[src/rtl/pwm_capture_if.sv]
// pwm_capture_if
//   Bundles the PWM input and the measurement results of pwm_capture.
//   master : the measuring block (receives pwm_in, drives results)
//   slave  : the consumer (drives pwm_in, reads results)
//   pwm_in    - PWM waveform, asynchronous to slow_clk
//   period    - slow_clk cycles between consecutive rising edges
//   high_time - slow_clk cycles from a rising edge to the following falling edge
//   duty_pct  - floor(high_time*100/period), 0..100
//   valid     - one-cycle pulse when results update
//   timeout   - level, input stuck without edges
//   overrun   - sticky, a measurement was dropped while the divider was busy
interface pwm_capture_if #(
  parameter int unsigned CNT_W = 32
);
  logic             pwm_in;
  logic [CNT_W-1:0] period;
  logic [CNT_W-1:0] high_time;
  logic [6:0]       duty_pct;
  logic             valid;
  logic             timeout;
  logic             overrun;

  modport master (
    input  pwm_in,
    output period, high_time, duty_pct, valid, timeout, overrun
  );

  modport slave (
    output pwm_in,
    input  period, high_time, duty_pct, valid, timeout, overrun
  );
endinterface

[src/rtl/pwm_capture.sv]
// pwm_capture
//   Measures period and high time of an incoming PWM waveform in slow_clk
//   cycles and converts them into a duty cycle percentage with a sequential
//   restoring divider that runs alongside the next measurement.
//   slow_clk - clock, rising edge
//   rst      - asynchronous, active-high reset
//   bus      - pwm_capture_if master: pwm_in in; period, high_time,
//              duty_pct, valid, timeout, overrun out
module pwm_capture #(
  parameter int unsigned CNT_W   = 32,
  parameter int unsigned TIMEOUT = 1_000_000
) (
  input logic           slow_clk,
  input logic           rst,
  pwm_capture_if.master bus
);
  localparam int unsigned NUM_W  = CNT_W + 7;
  localparam int unsigned IT_W   = $clog2(NUM_W);
  localparam int unsigned IDLE_W = $clog2(TIMEOUT + 1);

  typedef enum logic [1:0] {WAIT_RISE, MEAS_HIGH, MEAS_LOW} state_t;

  state_t state, state_nx;

  logic s0, s1, s2;
  logic rise, fall;

  logic [IDLE_W-1:0] idle_cnt;
  logic              to_fire;

  logic [CNT_W-1:0]  cnt;
  logic [CNT_W-1:0]  hi_cap;
  logic              hi_latch;
  logic              req;

  logic              busy;
  logic [IT_W-1:0]   iter;
  logic [CNT_W-1:0]  rem;
  logic [NUM_W-1:0]  nq;       // numerator shifts out the top, quotient shifts in the bottom
  logic [CNT_W-1:0]  den;
  logic [CNT_W-1:0]  dhi;
  logic [CNT_W:0]    rem_sh;
  logic              ge;
  logic [CNT_W-1:0]  rem_nx;
  logic [NUM_W-1:0]  nq_nx;
  logic [NUM_W-1:0]  num;
  logic              div_last;
  logic              accept;

  // Input synchronizer and edge detection
  always_ff @(posedge slow_clk or posedge rst) begin
    if (rst) begin
      s0 <= 1'b0;
      s1 <= 1'b0;
      s2 <= 1'b0;
    end else begin
      s0 <= bus.pwm_in;
      s1 <= s0;
      s2 <= s1;
    end
  end

  assign rise = s1 & ~s2;
  assign fall = ~s1 & s2;

  // Idle counter saturates at TIMEOUT, so the stuck event fires only once
  always_ff @(posedge slow_clk or posedge rst) begin
    if (rst) begin
      idle_cnt <= '0;
    end else if (rise || fall) begin
      idle_cnt <= '0;
    end else if (idle_cnt != IDLE_W'(TIMEOUT)) begin
      idle_cnt <= idle_cnt + IDLE_W'(1);
    end
  end

  assign to_fire = (idle_cnt == IDLE_W'(TIMEOUT - 1)) && !rise && !fall;

  // Measurement FSM
  always_ff @(posedge slow_clk or posedge rst) begin
    if (rst) state <= WAIT_RISE;
    else     state <= state_nx;
  end

  always_comb begin
    state_nx = state;
    hi_latch = 1'b0;
    req      = 1'b0;
    if (to_fire) begin
      state_nx = WAIT_RISE;
    end else begin
      case (state)
        WAIT_RISE: if (rise) state_nx = MEAS_HIGH;
        MEAS_HIGH: if (fall) begin
          hi_latch = 1'b1;
          state_nx = MEAS_LOW;
        end
        MEAS_LOW: if (rise) begin
          req      = 1'b1;
          state_nx = MEAS_HIGH;
        end
        default: state_nx = WAIT_RISE;
      endcase
    end
  end

  // cnt holds the number of cycles since the last rise, counting from 1
  always_ff @(posedge slow_clk or posedge rst) begin
    if (rst) begin
      cnt    <= '0;
      hi_cap <= '0;
    end else begin
      if (rise)
        cnt <= CNT_W'(1);
      else if (state != WAIT_RISE && cnt != '1)
        cnt <= cnt + CNT_W'(1);
      if (hi_latch)
        hi_cap <= cnt;
    end
  end

  // Restoring divider step
  always_comb begin
    rem_sh = {rem, nq[NUM_W-1]};
    ge     = (rem_sh >= {1'b0, den});
    rem_nx = ge ? CNT_W'(rem_sh - {1'b0, den}) : rem_sh[CNT_W-1:0];
    nq_nx  = {nq[NUM_W-2:0], ge};
  end

  assign num      = NUM_W'(hi_cap) * NUM_W'(100);
  assign div_last = busy && (iter == IT_W'(NUM_W - 1));
  // A request landing on the final iteration is accepted: the result is
  // registered from nq_nx while den/dhi are reloaded in the same edge.
  assign accept   = req && (!busy || div_last);

  always_ff @(posedge slow_clk or posedge rst) begin
    if (rst) begin
      busy <= 1'b0;
      iter <= '0;
      rem  <= '0;
      nq   <= '0;
      den  <= '0;
      dhi  <= '0;
    end else if (to_fire) begin
      busy <= 1'b0;
    end else if (accept) begin
      busy <= 1'b1;
      iter <= '0;
      rem  <= '0;
      nq   <= num;
      den  <= cnt;
      dhi  <= hi_cap;
    end else if (busy) begin
      iter <= iter + IT_W'(1);
      rem  <= rem_nx;
      nq   <= nq_nx;
      if (div_last) busy <= 1'b0;
    end
  end

  // Result registers; a stall report pre-empts a divide finishing in the same cycle
  always_ff @(posedge slow_clk or posedge rst) begin
    if (rst) begin
      bus.period    <= '0;
      bus.high_time <= '0;
      bus.duty_pct  <= '0;
      bus.valid     <= 1'b0;
      bus.timeout   <= 1'b0;
      bus.overrun   <= 1'b0;
    end else begin
      bus.valid <= 1'b0;
      if (to_fire) begin
        bus.valid    <= 1'b1;
        bus.timeout  <= 1'b1;
        bus.duty_pct <= s2 ? 7'd100 : 7'd0;
      end else if (div_last) begin
        bus.valid     <= 1'b1;
        bus.timeout   <= 1'b0;
        bus.period    <= den;
        bus.high_time <= dhi;
        bus.duty_pct  <= nq_nx[6:0];
      end
      if (req && busy && !div_last)
        bus.overrun <= 1'b1;
    end
  end
endmodule

[src/flat_wrapper.sv]
// flat-port wrapper written by rule: the top's interface ports become plain ports
module pwm_capture_flat 
#(
  parameter int unsigned CNT_W   = 32,
  parameter int unsigned TIMEOUT = 1_000_000
)
  (slow_clk, rst, bus_pwm_in, bus_period, bus_high_time, bus_duty_pct, bus_valid, bus_timeout, bus_overrun);
  pwm_capture_if #(.CNT_W(CNT_W)) bus_i ();
  input logic slow_clk;
  input logic rst;
  input wire logic [$bits(bus_i.pwm_in)-1:0] bus_pwm_in;
  output wire logic [$bits(bus_i.period)-1:0] bus_period;
  output wire logic [$bits(bus_i.high_time)-1:0] bus_high_time;
  output wire logic [$bits(bus_i.duty_pct)-1:0] bus_duty_pct;
  output wire logic [$bits(bus_i.valid)-1:0] bus_valid;
  output wire logic [$bits(bus_i.timeout)-1:0] bus_timeout;
  output wire logic [$bits(bus_i.overrun)-1:0] bus_overrun;
  assign bus_i.pwm_in = bus_pwm_in;
  assign bus_period = bus_i.period;
  assign bus_high_time = bus_i.high_time;
  assign bus_duty_pct = bus_i.duty_pct;
  assign bus_valid = bus_i.valid;
  assign bus_timeout = bus_i.timeout;
  assign bus_overrun = bus_i.overrun;
  pwm_capture #(.CNT_W(CNT_W), .TIMEOUT(TIMEOUT)) u_core (.slow_clk(slow_clk), .rst(rst), .bus(bus_i));
endmodule
[config.mk]
export PLATFORM = sky130hd
export DESIGN_NAME = pwm_capture_flat
export DESIGN_NICKNAME = d
export VERILOG_FILES = /design/src/rtl/pwm_capture_if.sv /design/src/rtl/pwm_capture.sv /design/src/flat_wrapper.sv
export SDC_FILE = /design/constraint.sdc
export NUM_CORES = 1
export LEC_CHECK = 0
export ABC_CLOCK_PERIOD_IN_PS = 16690
export BUFFER_PORTS_ARGS = -buffer_cell sky130_fd_sc_hd__buf_2
export CORE_MARGIN = 2
export CORE_UTILIZATION = 50
export DETAILED_ROUTE_END_ITERATION = 8
export MAX_ROUTING_LAYER = met4
export PLACE_DENSITY = 0.65
export SYNTH_ARGS = -nofsm -noshare
export SYNTH_HDL_FRONTEND = slang
export SYNTH_SLANG_ARGS = --single-unit
export TNS_END_PERCENT = 30
[constraint.sdc]
create_clock -name slow_clk -period 16.69 [get_ports slow_clk]
set_clock_uncertainty 0.1 [all_clocks]
set_input_delay 2.5035 -clock slow_clk [delete_from_list [all_inputs] [get_ports slow_clk]]
set_output_delay 2.5035 -clock slow_clk [all_outputs]
set_load 0.05 [all_outputs]
# Yosys cells after proc, flatten, opt, wreduce, memory -nomap -nowiden

Index checks and enable logic that the tools add are counted.

Bits in registers: 305
Latch bits: 0
Memory bits (writable): 0
Bits in read-only memories: 0
Bits of input ports: 3
Output and inout port bits: 74
Logic and storage cells: 94
Memories kept: 0

$add $sub $neg: 4
Multipliers: 1
Divide/modulo/power cells: 0
Order comparisons: 1
Eq/ne operators: 8
Shift-type cells: 0
Mux-type cells: 32
Bitwise gates (word level): 5
Reductions and logical operators: 24

Operators by type and width:

| kind                    | count |
|---|---|
| $mux W32                | 5 |
| $mux W39                | 2 |
| $mux W20                | 2 |
| $mul A32 B5 Y37 const B | 1 |
| $ge A33 B32 Y1          | 1 |
| $add A32 B1 Y32 const B | 1 |
| $ne A32 B32 Y1 const B  | 1 |
| $sub A32 B32 Y32        | 1 |
| $mux W7                 | 3 |
| $add A20 B1 Y20 const B | 1 |
| $eq A20 B20 Y1 const B  | 1 |
| $ne A20 B20 Y1 const B  | 1 |
| $mux W1                 | 14 |
| $mux W6                 | 2 |
| $reduce_bool A2 Y1      | 5 |
| $reduce_and A2 Y1       | 4 |
| $logic_and A1 B1 Y1     | 7 |
| $add A6 B1 Y6 const B   | 1 |
| $eq A6 B6 Y1 const B    | 1 |
| $mux W2                 | 3 |
| $ne A3 B1 Y1 const B    | 2 |
| $logic_not A1 Y1        | 4 |
| $pmux W2 S2             | 1 |
| $not A1 Y1              | 3 |
| other kinds (6)         | 8 |

# Longest topological paths before layout

Word-level depth: 9
Depth in mapped cells: 16
Gate-level depth less buffers: 16

# Worst setup path before layout

OpenSTA, ideal clock, no wires.

Kind: register to register
Start: register u_core.hi_cap[11]
End: register u_core.nq[38]
Library setup time: 0.143 ns
Arrival: 3.637 ns
Required time: 16.447 ns
Setup slack: 12.810 ns
Cell stages (with the launch flop): 17
Path buffers: 0
Clock period less this slack: 3.880 ns
Cells stage by stage: dfrtp_1 -> ha_1 -> ha_1 -> inv_1 -> fa_1 -> inv_1 -> ha_1 -> a21o_1 -> a221o_1 -> a21oi_2 -> nand3b_1 -> a311oi_1 -> o41a_1 -> o311ai_2 -> o22ai_1 -> nand2_1 -> o211ai_1

Word-level cells in the longest chain between the ends: 2

RTL lines:

| what                   | RTL line           | text |
|---|---|---|
| from (decl)            | pwm_capture.sv:32  | `logic [CNT_W-1:0] hi_cap;` |
| from (signal assigned) | pwm_capture.sv:118 | `hi_cap <= cnt;` |
| $mul A32 B5 Y37        | pwm_capture.sv:130 | `assign num = NUM_W'(hi_cap) * NUM_W'(100);` |
| $mux W39               | pwm_capture.sv:146 | `end else if (accept) begin` |
| to (signal assigned)   | pwm_capture.sv:150 | `nq <= num;` |
| to (signal assigned)   | pwm_capture.sv:156 | `nq <= nq_nx;` |
| to (decl)              | pwm_capture.sv:39  | `logic [NUM_W-1:0] nq;` |

Every way passes these cells.
A chain may end at the register's enable or synchronous reset.

==> flow_summary.toml <==
[grt]
antenna_found_initial = 0
grtUsageTotal = 0.224
grt_pass1_vias = 12400
overflow = 0
grt_max_degree = 103
grt_pass1_wl_mm = 64.2

[synth]
syn-num-nets = 1929
synth_area_leader_cell = "dfrtp_1"
synth_compound_area_frac = 0.129
netlist_area_sq_mm = 0.0176
synth_cells = 1759
post-synth-top-area-fraction = 0.435
ys_ff_latch = 305
synth-xor-area-share = 0.0474
synth_edf_count = 0
synth.top_cells.by_area = "dfrtp_1 (43%), ha_1 (9.9%), mux2_2 (5.8%)"
synthMuxAreaShare = 0.0794
async_reset_ff_frac = 1.00
synth_top_family_by_area = "adder cells"
synthAdderAreaFrac = 0.131
yosysSeqAreaShare = 0.435
synthFlopType = "dfrtp_1"
ys_warn_count = 0
synth-simple-area-share = 0.123
synth_cell_types = 84
syn_area_per_cell_sq_um = 9.99

[job]
drv_cap = 0

[sta]
tightest_slew_ns = 1.01
timing.slew.headroom = 0.327
finalMaxSlewViolations = 0
hold_viol_final = 0
final.setup.worst_slack_ns = 12.27
tns_ns = 0
setup_viol = 0
rsz0062_at_grt = "false"
period_share = 0.265
finalCriticalPeriod_ns = 4.42
fmax_mhz = 226

[routing]
drt-wirelength-per-cell_microns = 16.6
viasPerCell = 5.40
drc = 0
ant_nets = 0
first_pass_iters = 5
drt_iter0_drc = 780
num_vias = 12400
wirelength_mm = 38.1

[clock_tree]
clockBufferDepth = 3
ctsHtreeMaxLevel = 2
clk_latency_ns = 0.52
hold_buffers = 0
cts_tree = "built"
path_clk_slew_ns = 0.06
ctsResizeCount = 0
cts_num_sinks = 305
numCtsBuffers = 34
clockRootBuffer = "clkbuf_16"
cts_setup_buffers = 0

[power]
powerDensity_mw_per_mm2 = 131
vdd_drop_max_v = 0.000101
power_mw = 2.55
p_leak_nw = 9.85

[placement]
dp_slack_ns = 11.61
hpwl_mm = 27.8
dpl-instance-area_sq_mm = 0.0184
gp_congestion = 0.893
portBuffers = 76
post-place-cells = 2237

[final_layout]
antenna_cells = 0
drive_above_1_share = 0.143
n_fill_cell = 3081
area_delta_synth_final_pct = 10.8
design_area_sq_mm = 0.0195
instances_no_fill = 2293
final_nets = 1988

[setup_path]
rrSetupSlack_ns = 12.42
cp.arrival_ns = 4.85
reg2reg_depth = 16
cp-start-kind = "input port"
end_kind = "async pin"
required_ns = 17.12
cp_max_fo = 102
path_class = "in -> async"

[floorplanning]
initial_core_util = 0.509
core_sq_mm = 0.0345
rows = 68
ios = 77
die_w_microns = 191
dieArea_sq_mm = 0.0366
die_height_microns = 191

[hold_path]
holdPathStages = 0
hp-class = "reg -> reg"

[status]
outcome = "complete, no violations"
layout by cell type, fill, tap and decap left out, types with 7 or more instances in the layout:
| master | n |
|---|---|
| a21o_1 | 24 |
| a21oi_1 | 81 |
| a22oi_1 | 26 |
| and2_1 | 20 |
| and3_1 | 14 |
| and4_1 | 10 |
| buf_2 | 76 |
| buf_4 | 13 |
| clkbuf_16 | 35 |
| dfrtp_1 | 305 |
| fa_1 | 28 |
| ha_1 | 139 |
| inv_1 | 188 |
| mux2_2 | 90 |
| mux2i_1 | 38 |
| nand2_1 | 203 |
| nand3_1 | 34 |
| nand4_1 | 22 |
| nor2_1 | 81 |
| nor2b_1 | 7 |
| nor3_1 | 13 |
| o211ai_1 | 8 |
| o21ai_0 | 141 |
| o21ai_1 | 9 |
| o21bai_1 | 9 |
| or3_1 | 15 |
| xnor2_1 | 60 |
| xor2_1 | 35 |
logic make-up (layout without fill, tap and decap cells):
logic type / after synthesis / in the layout
simple gates: 451 / 451
fa+ha+maj: 167 / 167
mux: 128 / 128
compound gates: 358 / 358
buf+inv: 255 / 334
xor+xnor: 95 / 95
flops: 305 / 305
where the power goes:
group,switching [mW],internal (mW)
combinational,0.516,0.374
clock,0.294,0.440
sequential,0.0852,0.840
synth_stat cells (7+ instances only):
master and number:
dfrtp_1 305, nand2_1 204, inv_1 189, o21ai_0 141
ha_1 139, mux2_2 90, a21oi_1 82, nor2_1 81
xnor2_1 60, clkbuf_1 44, mux2i_1 38, xor2_1 35
nand3_1 34, fa_1 28, a22oi_1 26, a21o_1 24
nand4_1 22, and2_1 20, or3_1 15, and3_1 14
buf_2 14, nor3_1 13, and4_1 10, o21ai_1 10
o21bai_1 9, o211ai_1 8, nor2b_1 7
layout make-up:
class,instances,area (sq um),share of cell area
clock inverter,10,108,0.00553
sequential,305,7630,0.392
multi-input combinational,1199,8980,0.461
tap,455,569,0.0293
timing repair buffer,89,478,0.0246
inverter,189,717,0.0368
clock buffer,46,977,0.0502
stage by stage:
| stage | utilization | hold WS, ns |
|---|---|---|
| final | 0.563 | 0.347 |
| after global routing | 0.563 | 0.370 |
| after CTS | 0.563 | 0.357 |
| after detailed placement | 0.532 | 0.341 |
| after global placement | 0.532 | 0.321 |
| after floorplan | - | 0.231 |
critical path, stage by stage:
cell and delay [ns]:
buf_2 0.13, inv_8 0.47, buf_4 0.78, buf_4 0.80
state kept, by name, indices dropped and copies added (netlist names), 2 cells and up:
signal,count
u_core.cnt,32
u_core.hi_cap,32
u_core.idle_cnt,20
u_core.bus.high_time,32
u_core.iter,6
u_core.den,32
u_core.state,2
u_core.dhi,32
u_core.bus.duty_pct,7
u_core.bus.period,32
u_core.nq,39
u_core.rem,32
per-layer routing:
metal	GRT usage	vias up	part of all wire
li1	-	6137	-
met3	0.0283	52	0.032
met4	0.0675	0	0.024
met1	0.307	6005	0.48
met5	-	-	0
met2	0.348	198	0.46
worst paths after layout:
check                                                end         startpoint
worst max-delay path                    u_core.hi_cap[9]                rst
worst min-delay path                           u_core.s2          u_core.s1
worst max register to register             u_core.nq[38]  u_core.hi_cap[11]
worst min register to register                 u_core.s2          u_core.s1
max in group slow_clk                      u_core.nq[38]  u_core.hi_cap[11]
min in group asynchronous       u_core.bus.high_time[23]                rst
Power figures use the tool's default switching activity.
